`config.mk`:
```
export PLATFORM = sky130hd
export DESIGN_NAME = udp_payload_inserter_nstage_pipeline_flat
export DESIGN_NICKNAME = d
export VERILOG_FILES = /design/src/rtl/udp_payload_inserter_nstage_pipeline_if.sv /design/src/rtl/udp_payload_inserter_nstage_pipeline.sv /design/src/flat_wrapper.sv
export SDC_FILE = /design/constraint.sdc
export NUM_CORES = 1
export LEC_CHECK = 0
export CAP_MARGIN = 15
export CORE_MARGIN = 5
export CORE_UTILIZATION = 47
export DETAILED_ROUTE_END_ITERATION = 8
export GPL_TIMING_DRIVEN = 0
export PLACE_DENSITY = 0.72
export SETUP_SLACK_MARGIN = 0.5
export SYNTH_ARGS = -nofsm -noshare
export SYNTH_HDL_FRONTEND = slang
export SYNTH_SLANG_ARGS = --single-unit
```
`constraint.sdc`:
```
create_clock -name clk -period 1.9 [get_ports clk]
set_clock_uncertainty 0.2 [all_clocks]
set_input_delay 0.19 -clock clk [delete_from_list [all_inputs] [get_ports clk]]
set_output_delay 0.19 -clock clk [all_outputs]
set_load 0.01 [all_outputs]
```
`src/rtl/udp_payload_inserter_nstage_pipeline_if.sv`:
```
// Valid/ready bus for the payload inserter elastic buffer.
// Carries both the upstream (in_*) and downstream (out_*) handshakes.
// slave  : view taken by the buffer itself.
// master : view taken by whatever drives and consumes the buffer.
interface udp_payload_inserter_nstage_pipeline_if #(
    parameter int PAYLOAD_WIDTH = 8
);
    logic                     in_valid;
    logic [PAYLOAD_WIDTH-1:0] in_payload;
    logic                     in_ready;
    logic                     out_valid;
    logic [PAYLOAD_WIDTH-1:0] out_payload;
    logic                     out_ready;

    modport slave (
        input  in_valid, in_payload, out_ready,
        output in_ready, out_valid, out_payload
    );

    modport master (
        output in_valid, in_payload, out_ready,
        input  in_ready, out_valid, out_payload
    );
endinterface

```
`src/rtl/udp_payload_inserter_nstage_pipeline.sv`:
```
// DEPTH-entry elastic buffer for the UDP TX payload inserter path.
// Full 1 beat/clk throughput; in_ready is registered so it never sees out_ready
// combinationally. Defining UDP_PIPE_LEVEL_EN adds the level / almost_full ports.
module udp_payload_inserter_nstage_pipeline #(
    parameter  int PAYLOAD_WIDTH = 8,
    parameter  int DEPTH         = 4,
    parameter  int ALMOST_FULL   = 3,
    localparam int LW            = $clog2(DEPTH + 1)
) (
    input  logic clk,
    input  logic reset_n,
    udp_payload_inserter_nstage_pipeline_if.slave io_bus
`ifdef UDP_PIPE_LEVEL_EN
    ,
    output logic [LW-1:0] level,
    output logic          almost_full
`endif
);
    localparam int            AW     = $clog2(DEPTH);
    localparam logic [LW-1:0] DEPTH_L = LW'(DEPTH);

    logic [PAYLOAD_WIDTH-1:0] r_mem [DEPTH];
    logic [AW-1:0]            r_wr_ptr;
    logic [AW-1:0]            r_rd_ptr;
    logic [LW-1:0]            r_count;
    logic                     r_in_ready;

    logic                     w_push;
    logic                     w_pop;
    logic                     w_out_valid;
    logic [LW-1:0]            w_count_nxt;

    assign w_out_valid = (r_count != '0);
    assign w_push      = io_bus.in_valid & r_in_ready;
    assign w_pop       = w_out_valid & io_bus.out_ready;

    assign io_bus.in_ready    = r_in_ready;
    assign io_bus.out_valid   = w_out_valid;
    // Zero rather than stale/unreset storage when nothing is held.
    assign io_bus.out_payload = w_out_valid ? r_mem[r_rd_ptr] : '0;

    // Occupancy after the coming edge; also feeds the registered ready flag.
    always_comb begin
        w_count_nxt = r_count;
        if (w_push && !w_pop) begin
            w_count_nxt = r_count + LW'(1);
        end else if (!w_push && w_pop) begin
            w_count_nxt = r_count - LW'(1);
        end
    end

    // Pointers, occupancy and the registered accept flag.
    always_ff @(posedge clk or negedge reset_n) begin
        if (!reset_n) begin
            r_wr_ptr   <= '0;
            r_rd_ptr   <= '0;
            r_count    <= '0;
            r_in_ready <= 1'b0;
        end else begin
            if (w_push) begin
                r_wr_ptr <= r_wr_ptr + AW'(1);
            end
            if (w_pop) begin
                r_rd_ptr <= r_rd_ptr + AW'(1);
            end
            r_count    <= w_count_nxt;
            r_in_ready <= (w_count_nxt < DEPTH_L);
        end
    end

    // Storage write; the array is deliberately left out of reset.
    always_ff @(posedge clk) begin
        if (w_push) begin
            r_mem[r_wr_ptr] <= io_bus.in_payload;
        end
    end

`ifdef UDP_PIPE_LEVEL_EN
    localparam logic [LW-1:0] AF_L = LW'(ALMOST_FULL);

    logic r_almost_full;

    // Threshold flag updated on the same edge as the count it describes.
    always_ff @(posedge clk or negedge reset_n) begin
        if (!reset_n) begin
            r_almost_full <= 1'b0;
        end else begin
            r_almost_full <= (w_count_nxt >= AF_L);
        end
    end

    assign level       = r_count;
    assign almost_full = r_almost_full;
`endif
endmodule

```
`src/flat_wrapper.sv`:
```
// flat-port wrapper written by rule: the top's interface ports become plain ports
module udp_payload_inserter_nstage_pipeline_flat 
#(
    parameter  int PAYLOAD_WIDTH = 8,
    parameter  int DEPTH         = 4,
    parameter  int ALMOST_FULL   = 3,
    localparam int LW            = $clog2(DEPTH + 1)
)
  (clk, reset_n, io_bus_in_valid, io_bus_in_payload, io_bus_out_ready, io_bus_in_ready, io_bus_out_valid, io_bus_out_payload);
  udp_payload_inserter_nstage_pipeline_if #(.PAYLOAD_WIDTH(PAYLOAD_WIDTH)) io_bus_i ();
  input  logic clk;
  input  logic reset_n;
  input wire logic [$bits(io_bus_i.in_valid)-1:0] io_bus_in_valid;
  input wire logic [$bits(io_bus_i.in_payload)-1:0] io_bus_in_payload;
  input wire logic [$bits(io_bus_i.out_ready)-1:0] io_bus_out_ready;
  output wire logic [$bits(io_bus_i.in_ready)-1:0] io_bus_in_ready;
  output wire logic [$bits(io_bus_i.out_valid)-1:0] io_bus_out_valid;
  output wire logic [$bits(io_bus_i.out_payload)-1:0] io_bus_out_payload;
  assign io_bus_i.in_valid = io_bus_in_valid;
  assign io_bus_i.in_payload = io_bus_in_payload;
  assign io_bus_i.out_ready = io_bus_out_ready;
  assign io_bus_in_ready = io_bus_i.in_ready;
  assign io_bus_out_valid = io_bus_i.out_valid;
  assign io_bus_out_payload = io_bus_i.out_payload;
  udp_payload_inserter_nstage_pipeline #(.PAYLOAD_WIDTH(PAYLOAD_WIDTH), .DEPTH(DEPTH), .ALMOST_FULL(ALMOST_FULL)) u_core (.clk(clk), .reset_n(reset_n), .io_bus(io_bus_i));
endmodule
```
==> metrics.log <==
[metrics] Async S/R FF share, synth: 20.0%
[metrics] number of standard cells in the final layout excluding fillers: 192
[metrics] largest net degree at the start of global routing: 12
[metrics] Vert. Die Dim: 70.4 um
[metrics] min cycle time layout: 1.97 ns
[metrics] average vias per placed instance: 5.13
[metrics] number of CTS-inserted buffers: 5
[metrics] starting utilization of the core area: 47.5%
[metrics] first-pass GRT wire length: 4820 um
[metrics] remaining global-route overflow: 0
[metrics] leading cell type in the layout, fill and taps excluded: sky130_fd_sc_hd__edfxtp_1
[metrics] hold wc startpoint: io_bus_in_payload[6]
[metrics] clock-pin transition on the worst setup and hold timing paths: 0.07 ns
[metrics] sequential share of the synthesized area: 67.7%
[metrics] final number of max-transition violations: 0
[metrics] number of buffers inserted by port buffering: 21
[metrics] Post-Route M1 WL: 1360 um
[metrics] sink of the worst hold path: u_core.r_mem[1][6]
[metrics] Iter 0 DRT Violations: 29
[metrics] overall fraction of global-route tracks in use: 13.2%
[metrics] number of maximum-capacitance violations: 0
[metrics] cell breakdown of the critical path: buf_8 > mux4_2 > and2_4 > buf_6
[metrics] total placed cells including tap cells: 170
[metrics] number of routed nets with antenna violations: 0
[metrics] proportion of layout cells with a drive suffix above 1: 52.1%
[metrics] clock insertion delay at the later pin of the skew report: 0.29 ns
[metrics] via count of the first global-routing pass: 1059
[metrics] delay of the slowest cell on the worst path: 0.49 ns
[metrics] Met2 Wirelength: 1500 um
[metrics] fraction of the core area covered by cells at the end of the flow: 66.9%
[metrics] kind of start point of the critical path: register
[metrics] total power density per cell area: 1570 nW/um^2
[metrics] upper clock frequency limit: 0.507 GHz
[metrics] Worst Hold Depth: 1
[metrics] weighted congestion at the end of routability-driven global placement: 0.672
[metrics] sort of element at the end of the critical path: output port
[metrics] Worst R2R Path Depth: 9
[metrics] Die ar.: 4950 um^2
[metrics] Leakage: 0.894 nW
[metrics] IR Drop Worst-Case VDD: 0.782 mV
[metrics] Synth Cell Area: 1710 um^2
[metrics] net count after synthesis: 122
[metrics] post-detailed-routing wire length: 3090 um
[metrics] type of the setup path with the least slack: register to output port
[metrics] level count of the clock H-tree: 2
[metrics] total number of vias: 985
[metrics] maximum number of buffers from clock root to sink: 2
[metrics] Worst-Margin Slew: 0.352 ns
[metrics] internal reg-to-reg setup slack: 0.11 ns
[metrics] number of fill cells in the layout: 244
[metrics] highest routed layer: met4
[metrics] clock root buffer: sky130_fd_sc_hd__clkbuf_8
[metrics] num ports: 22
[metrics] total iterations of the first detailed-routing run: 4
[metrics] final worst-path setup slack: -0.0707 ns
[metrics] Post-Syn Instances: 101
[metrics] ant diodes: 0
[metrics] fin crit share: 104%
[metrics] most used flip-flop cell after synthesis: sky130_fd_sc_hd__edfxtp_1
[metrics] Tightest Hold Check Type: input pin to register
[metrics] largest fanout of any net on the critical path: 5
[metrics] violations in the final reports: negative setup slack
[metrics] hold violation count in the final report: 0
[metrics] required time of the worst setup path: 1.51 ns
[metrics] final setup violation count: 8
[metrics] Avg Cell Area, Syn: 17.0 um^2
[metrics] CP max stage cell: sky130_fd_sc_hd__mux4_2
[metrics] core region area: 3610 um^2
[metrics] HPWL reported at the end of detailed placement: 1980 um
[metrics] cell class contributing the biggest share of worst-path delay: multiplexers
[metrics] worst path buffer plus inverter count: 2
[metrics] Layout Area Growth over Synthesis: 40.7%
[metrics] number of nets in the layout: 165
[metrics] number of warnings issued by yosys: 0
[metrics] TritonCTS clock tree: built
[metrics] CP Data Arrival Time: 1.58 ns
[metrics] post-synthesis register bit count: 40
[metrics] cell row count: 22
[metrics] outcome: finished, violations left
[metrics] RSZ-0062 raised after global routing: true
[metrics] Relative slew margins: 76.4%
[metrics] worst reg2reg path startpoint: u_core.r_count[0]
[metrics] total power of the final layout: 3.79 mW
[metrics] Post-synth EDFFs: 32
[metrics] number of remaining DRC errors: 0
[metrics] Distinct cells, synth: 22
[metrics] DR WL/cell: 16.1 um
[metrics] Met3 Routed Length: 142 um
[metrics] antenna violations before repair: 0
[metrics] commonest non-fill, non-tap cells in the layout: sky130_fd_sc_hd__edfxtp_1 (32), sky130_fd_sc_hd__buf_6 (13), sky130_fd_sc_hd__clkdlybuf4s50_1 (11)
[metrics] horizontal extent of the die: 70.4 um
[metrics] # clock sinks: 40
[per-layer routing]
| layer | GRT usage [%] | vias up |
|---|---|---|
| li1 | - | 458 |
| met5 | 0 | - |
| met4 | 8.72 | 0 |
| met1 | 15.2 | 496 |
| met2 | 21.2 | 22 |
| met3 | 3.88 | 9 |
[metrics by stage]
stage                     cell area, um^2  setup WS (ns)  setup TNS, ns  hold WS, ns
after floorplan                      1780          0.189              0       -0.306
after global placement               2050         -0.163          -1.27        0.288
after detailed placement             2050         -0.208          -1.74        0.293
after CTS                            2310         -0.129         -0.828        0.316
after global routing                 2410         -0.128         -0.876        0.346
final                                2410        -0.0707         -0.500        0.332
[how the worst max path moves through the flow]
stage                                   from               endpoint  slack [ns]  cells past startpoint
after floorplan            u_core.r_count[0]               register        0.19                      9
after global placement     u_core.r_count[0]  io_bus_out_payload[7]       -0.16                      6
after detailed placement   u_core.r_count[0]  io_bus_out_payload[7]       -0.21                      6
after CTS                 u_core.r_rd_ptr[0]  io_bus_out_payload[7]       -0.13                      4
after global routing      u_core.r_rd_ptr[0]  io_bus_out_payload[0]       -0.13                      4
final                     u_core.r_rd_ptr[0]  io_bus_out_payload[7]       -0.07                      4
[flip-flops by register name (all words and copies together), names as in the netlist, named ones only]
name and cells:
u_core.io_bus.in_ready 1, u_core.r_count 2, u_core.r_mem 32, u_core.r_rd_ptr 2
u_core.r_wr_ptr 2
[kinds of logic after synthesis]
| logic type | after synthesis | synth area share, % |
|---|---|---|
| multiplexers | 9 | 11.1 |
| AO/OA/AOI/OAI | 6 | 2.19 |
| XOR/XNOR | 4 | 2.04 |
| adder cells (fa/ha/maj) | 9 | 6.57 |
| buffers and inverters | 9 | 2.55 |
| flip-flops | 40 | 67.7 |
| AND/OR/NAND/NOR | 24 | 7.81 |
[where the power goes]
group / leakage (nW) / switching [mW] / total, mW / internal, mW
logic: 0.466 / 0.806 / 1.99 / 1.18
registers: 0.387 / 0.121 / 1.29 / 1.17
clock network: 0.0410 / 0.264 / 0.513 / 0.249
total: 0.894 / 1.19 / 3.79 / 2.60
[Yosys cell counts, types with 2 or more instances]
cell                       instances  area, um^2
sky130_fd_sc_hd__edfxtp_1         32         961
sky130_fd_sc_hd__ha_1              9         113
sky130_fd_sc_hd__and2_1            8        50.1
sky130_fd_sc_hd__dfrtp_1           8         200
sky130_fd_sc_hd__mux4_2            8         180
sky130_fd_sc_hd__inv_1             6        22.5
sky130_fd_sc_hd__nand2_1           5        18.8
sky130_fd_sc_hd__and3_1            4        25.0
sky130_fd_sc_hd__o21ai_0           3        15.0
sky130_fd_sc_hd__xnor2_1           3        26.3
sky130_fd_sc_hd__nand3_1           2        10.0
sky130_fd_sc_hd__nor2b_1           2        12.5
sky130_fd_sc_hd__o31ai_1           2        15.0
[final cells by class]
type / count / area (um^2) / share of cell area, %
buffer: 3 / 31.3 / 1.30
inverter: 6 / 27.5 / 1.14
sequential: 40 / 1160 / 48.3
clock inverter: 1 / 5.00 / 0.207
tap: 48 / 60.1 / 2.49
timing repair buffer: 36 / 365 / 15.1
clock buffer: 6 / 72.6 / 3.01
multi-input combinational: 52 / 686 / 28.4
[what timing repair did]
action / 4_1_cts / 5_1_grt
hold endpoints to repair: 8 / 0
buffers inserted: 8 / 4
hold buffers: 1 / 0
pin swaps: 8 / 7
endpoints found under the setup margin: 47 / 46
gates cloned: 2 / 0
gates resized for setup: 69 / 18
Note: power is estimated with default switching activity, not from simulation.
